[config.mk]
export PLATFORM = sky130hd
export DESIGN_NAME = doppler_button_debounce
export DESIGN_NICKNAME = d
export VERILOG_FILES = /design/src/rtl/doppler_button_debounce.sv
export SDC_FILE = /design/constraint.sdc
export NUM_CORES = 1
export LEC_CHECK = 0
export ABC_CLOCK_PERIOD_IN_PS = 5600
export BUFFER_PORTS_ARGS = -buffer_cell sky130_fd_sc_hd__buf_2
export CAP_MARGIN = 10
export CORE_ASPECT_RATIO = 0.75
export CORE_MARGIN = 1
export CORE_UTILIZATION = 25
export DETAILED_ROUTE_END_ITERATION = 10
export PLACE_DENSITY = 0.49
export SLEW_MARGIN = 40
export SYNTH_ARGS = -nofsm -noshare
export SYNTH_HDL_FRONTEND = slang
export SYNTH_SLANG_ARGS = --single-unit
[constraint.sdc]
create_clock -name clk -period 5.6 [get_ports clk]
set_input_delay 1.12 -clock clk [delete_from_list [all_inputs] [get_ports clk]]
set_output_delay 1.12 -clock clk [all_outputs]
set_load 0.05 [all_outputs]
[src/rtl/doppler_button_debounce.sv]
// ============================================================================
// doppler_button_debounce
//
// Purpose:
//   Turns the raw, active-low Doppler board push-button pads into clean,
//   active-high button levels. Each channel also produces single-cycle press,
//   release and long-press strobes for the memory-mapped button register.
//   Every channel is independent. Each one has a two-flop synchronizer, a
//   four-state debounce FSM and one counter. The counter times both the
//   debounce window and the long-press interval.
//
// Parameters:
//   NUM_BUTTONS      number of independent button channels
//   DEBOUNCE_CYCLES  stable synchronized samples needed to accept a change (>= 2)
//   LONG_CYCLES      cycles of continuous debounced press before btn_long
//                    (> DEBOUNCE_CYCLES)
//
// Ports:
//   clk           system clock; all flops are rising-edge
//   reset         synchronous, active-high reset
//   btn_raw_n     raw pad levels, 0 = pressed, asynchronous to clk
//   btn_state     debounced level, 1 = pressed
//   btn_pressed   one-cycle strobe on an accepted press
//   btn_released  one-cycle strobe on an accepted release
//   btn_long      one-cycle strobe, at most once per press, after LONG_CYCLES
// ============================================================================
module doppler_button_debounce #(
    parameter int NUM_BUTTONS     = 2,
    parameter int DEBOUNCE_CYCLES = 240000,
    parameter int LONG_CYCLES     = 12000000
) (
    input  logic                   clk,
    input  logic                   reset,
    input  logic [NUM_BUTTONS-1:0] btn_raw_n,
    output logic [NUM_BUTTONS-1:0] btn_state,
    output logic [NUM_BUTTONS-1:0] btn_pressed,
    output logic [NUM_BUTTONS-1:0] btn_released,
    output logic [NUM_BUTTONS-1:0] btn_long
);

    // The counter only needs to reach LONG_CYCLES. It saturates there and never wraps.
    localparam int CNT_W = $clog2(LONG_CYCLES + 1);

    typedef logic [CNT_W-1:0] cnt_t;

    localparam cnt_t CNT_ZERO  = cnt_t'(0);
    localparam cnt_t CNT_ONE   = cnt_t'(1);
    localparam cnt_t DEB_LAST  = cnt_t'(DEBOUNCE_CYCLES - 1);
    localparam cnt_t DEB_FULL  = cnt_t'(DEBOUNCE_CYCLES);
    localparam cnt_t LONG_LAST = cnt_t'(LONG_CYCLES - 1);
    localparam cnt_t LONG_FULL = cnt_t'(LONG_CYCLES);

    typedef enum logic [1:0] {
        ST_RELEASED,
        ST_PRESS_PEND,
        ST_PRESSED,
        ST_RELEASE_PEND
    } state_e;

    for (genvar i = 0; i < NUM_BUTTONS; i++) begin : g_chan

        logic   s0_q;
        logic   s1_q;
        state_e state_q;
        state_e state_d;
        cnt_t   cnt_q;
        cnt_t   cnt_d;
        logic   long_done_q;
        logic   long_done_d;
        logic   level_q;
        logic   level_d;
        logic   pressed_q;
        logic   pressed_d;
        logic   released_q;
        logic   released_d;
        logic   long_q;
        logic   long_d;

        // State register. It holds the synchronizer, FSM, counter, long-press
        // flag and all registered outputs. The synchronizer inverts the pad
        // level, so everything after s0 is active-high. Reset returns the
        // channel to "released" and does not emit a release strobe. A button
        // held through reset therefore shows up again as a fresh press.
        always_ff @(posedge clk) begin
            if (reset) begin
                s0_q        <= 1'b0;
                s1_q        <= 1'b0;
                state_q     <= ST_RELEASED;
                cnt_q       <= CNT_ZERO;
                long_done_q <= 1'b0;
                level_q     <= 1'b0;
                pressed_q   <= 1'b0;
                released_q  <= 1'b0;
                long_q      <= 1'b0;
            end else begin
                s0_q        <= ~btn_raw_n[i];
                s1_q        <= s0_q;
                state_q     <= state_d;
                cnt_q       <= cnt_d;
                long_done_q <= long_done_d;
                level_q     <= level_d;
                pressed_q   <= pressed_d;
                released_q  <= released_d;
                long_q      <= long_d;
            end
        end

        // Next-state logic. A pending state survives only while the
        // synchronized sample keeps agreeing with the new level, so bounce
        // shorter than the debounce window falls back silently. After the
        // press is accepted, the counter continues from DEBOUNCE_CYCLES.
        // That puts btn_long LONG_CYCLES after the first stable sample.
        // A short release glitch restarts the long-press count. The exception
        // is when the long strobe already fired: then the counter jumps
        // straight to saturation.
        always_comb begin
            state_d     = state_q;
            cnt_d       = cnt_q;
            long_done_d = long_done_q;
            unique case (state_q)
                ST_RELEASED: begin
                    if (s1_q) begin
                        state_d = ST_PRESS_PEND;
                        cnt_d   = CNT_ONE;
                    end else begin
                        cnt_d   = CNT_ZERO;
                    end
                end
                ST_PRESS_PEND: begin
                    if (!s1_q) begin
                        state_d = ST_RELEASED;
                        cnt_d   = CNT_ZERO;
                    end else if (cnt_q == DEB_LAST) begin
                        state_d = ST_PRESSED;
                        cnt_d   = DEB_FULL;
                    end else begin
                        cnt_d   = cnt_q + CNT_ONE;
                    end
                end
                ST_PRESSED: begin
                    if (!s1_q) begin
                        state_d = ST_RELEASE_PEND;
                        cnt_d   = CNT_ONE;
                    end else if (cnt_q == LONG_LAST) begin
                        cnt_d       = LONG_FULL;
                        long_done_d = 1'b1;
                    end else if (cnt_q < LONG_FULL) begin
                        cnt_d = cnt_q + CNT_ONE;
                    end
                end
                ST_RELEASE_PEND: begin
                    if (s1_q) begin
                        state_d = ST_PRESSED;
                        cnt_d   = long_done_q ? LONG_FULL : DEB_FULL;
                    end else if (cnt_q == DEB_LAST) begin
                        state_d     = ST_RELEASED;
                        cnt_d       = CNT_ZERO;
                        long_done_d = 1'b0;
                    end else begin
                        cnt_d = cnt_q + CNT_ONE;
                    end
                end
                default: begin
                    state_d = ST_RELEASED;
                    cnt_d   = CNT_ZERO;
                end
            endcase
        end

        // Output logic. It computes the next value of each registered output
        // from the current state and the synchronized sample only, never from
        // the raw pad. The three strobes come from mutually exclusive
        // transitions, so at most one of them is high in any cycle.
        always_comb begin
            level_d    = level_q;
            pressed_d  = 1'b0;
            released_d = 1'b0;
            long_d     = 1'b0;
            unique case (state_q)
                ST_PRESS_PEND: begin
                    if (s1_q && (cnt_q == DEB_LAST)) begin
                        level_d   = 1'b1;
                        pressed_d = 1'b1;
                    end
                end
                ST_PRESSED: begin
                    if (s1_q && (cnt_q == LONG_LAST) && !long_done_q) begin
                        long_d = 1'b1;
                    end
                end
                ST_RELEASE_PEND: begin
                    if (!s1_q && (cnt_q == DEB_LAST)) begin
                        level_d    = 1'b0;
                        released_d = 1'b1;
                    end
                end
                default: begin
                    level_d = level_q;
                end
            endcase
        end

        assign btn_state[i]    = level_q;
        assign btn_pressed[i]  = pressed_q;
        assign btn_released[i] = released_q;
        assign btn_long[i]     = long_q;
    end

endmodule

==> run metrics <==
status=finished, final reports clean; final setup fails=0; Residual DRC=0; Main synth FF type=dfxtp_1; Site Rows=39; clock buffer depth=2; Power, Total=1.08 mW; Layout fillers=1,680; Post-DRT Antenna Nets=0; cells after synthesis=512; maximum capacitance violations=0; DRT iter0 DRCs=336; TritonCTS clock tree=built; Synth cell types=69; Syn Std Cell Area=3950 um^2; yosys warns=0; PD cells=243 nW/um^2; crit end category=register; initial core utilization=25.8%; placer congestion estimate=0.863; Post-synth EDFFs=0; Hold-fix buffers, CTS=0; IO Pins=12; Yosys reg bits=66; syn_nets=518; Hold Slack=0.438 ns; largest net degree at the start of global routing=42; H-Tree Depth=3; Critical Path Fanout Max=6; Synth-to-Final Area Change=12.1%; total negative slack=0 ns; Num CTS Buffers=9; GR Util All Layers=14.6%; largest area contributor in the netlist=dfxtp_1; cell area after placement=4130 um^2; # diodes=0; vias in the first global route=3,359; most common cell in the netlist=dfxtp_1; min Tclk post-route=2.84 ns; Synth top cells by count=dfxtp_1 (66), nand2_1 (59), nor2_1 (53), nand3_1 (39), o21ai_0 (30); final net count=514; postcts setup bufs=0; met2 Usage GRT=18.2%; worst skew pair latency=0.34 ns; Vias/cell=5.51; post-synth top area share=33.5%; Worst setup SP type=register; Final Hold Viols=0; total grt overflow=0; router iterations before antenna repair=5; Slew HR=48.7%; Final Slew Violations=0; layout cells sized above 1=9.38%; Die Span Y=111 um; Syn Area/Cell=7.71 um^2; Clock Skew=0.00809 ns; crit path DAT=3.05 ns; clock sink total=66; Tightest Pin Transition=0.761 ns; final worst path period share=50.7%; RSZ-0062 raised after global routing=no; Die X=147 um; LEAKAGE=1.43 nW; Peak Freq=352 MHz; WS Path Type=reg -> reg; Vias=3,949; wire per inst=16.4 um; Placeable Area=15,300 um^2; FFs w/ async S/R, synth=0%; busiest grt layer=met1; initial antenna violation count=0; Post-Layout Inst Area=4430 um^2; first-pass GRT wire length=18.7 mm; top post-synthesis cells by area=dfxtp_1 (33%), nand2_1 (5.6%), nor2_1 (5.0%); Max VDD drop=118 uV; Post-DP HPWL=8.49 mm; met3 Usage GRT=3.66%; Hold Crit Class=reg -> reg; die area=16,300 um^2; WL final=11.8 mm; Port Buffers=11; sequential fraction of the synthesis area=33.5%; cts repair resizes=0; met1 Track Usage GR=23.3%; Root Buffer=clkbuf_16; WP data required=5.81 ns; Worst-path clk slew=0.06 ns
## cell usage in the layout (no fill, tap or decap), types with 14 or more instances in the layout
cell      n
inv_1    14
a21oi_1  29
dfxtp_1  66
nand3_1  39
and3_1   14
nor2_1   53
nand2_1  59
o21ai_0  30
## area by class of cell
class	instances	area (um^2)	area share (%)
repair buffers	12	62.6	1.41
multi-input cells	404	2440	55.0
clock inverters	6	68.8	1.55
inverters	15	56.3	1.27
clock buffers	9	225	5.09
well taps	205	256	5.79
flip-flops and latches	66	1320	29.8
## cell families (layout without fill, tap and decap cells)
kind of cell	count (synthesis)	in the layout	share of synthesized area, %
AO/OA/AOI/OAI	133	133	22.5
buffers and inverters	42	42	4.88
AND/OR/NAND/NOR	249	249	33.9
XOR/XNOR	17	17	3.77
flip-flops	66	66	33.5
adder cells (fa/ha/maj)	3	3	0.887
multiplexers	2	2	0.507
## sequential cells by signal, summed over array words and instances, names as in the netlist, named ones only
name                count
g_chan.cnt_q           48
g_chan.pressed_q        2
g_chan.long_q           2
g_chan.s1_q             2
g_chan.s0_q             2
g_chan.level_q          2
g_chan.released_q       2
g_chan.state_q          2
g_chan.long_done_q      2
## where the power goes
part | internal, mW | switching, mW | leakage [nW] | total [mW]
sequential | 0.473 | 0.00560 | 0.533 | 0.479
clock | 0.343 | 0.225 | 0.141 | 0.569
combinational | 0.00777 | 0.0206 | 0.753 | 0.0284
total | 0.824 | 0.252 | 1.43 | 1.08
## worst max-delay path, cell delays in order, from the launching register on
cell and delay (ns):
dfxtp_1 0.41, ha_1 0.21, and3_1 0.29, nand2_1 0.15, or4_1 0.69, nand3_1 0.27, o21ai_0 0.35, nand4b_1 0.22
a31oi_1 0.10
## through the flow
stage,util (%),setup WS [ns],std cells
floorplan,-,3.40,512
global placement,27.0,2.69,702
detailed placement,27.0,2.64,702
CTS,28.9,2.84,717
global route,28.9,2.63,717
finish,28.9,2.76,717
## per-layer routing
metal	wire, um	share of wire, %
met5	0	0
met4	141	1.2
met3	1080	9.2
met2	4520	38
met1	6020	51
## worst paths after layout
kind | from | to | slack [ns] | depth (start not counted)
worst max register to register | g_chan[1].cnt_q[0] | g_chan[1].cnt_q[18] | 2.76 | 8
worst min register to register | g_chan[1].s0_q | g_chan[1].s1_q | 0.44 | 1
worst max-delay path | g_chan[1].cnt_q[0] | g_chan[1].cnt_q[18] | 2.76 | 8
worst min-delay path | g_chan[1].s0_q | g_chan[1].s1_q | 0.44 | 1
No activity file was read; power rests on OpenSTA's default activity.
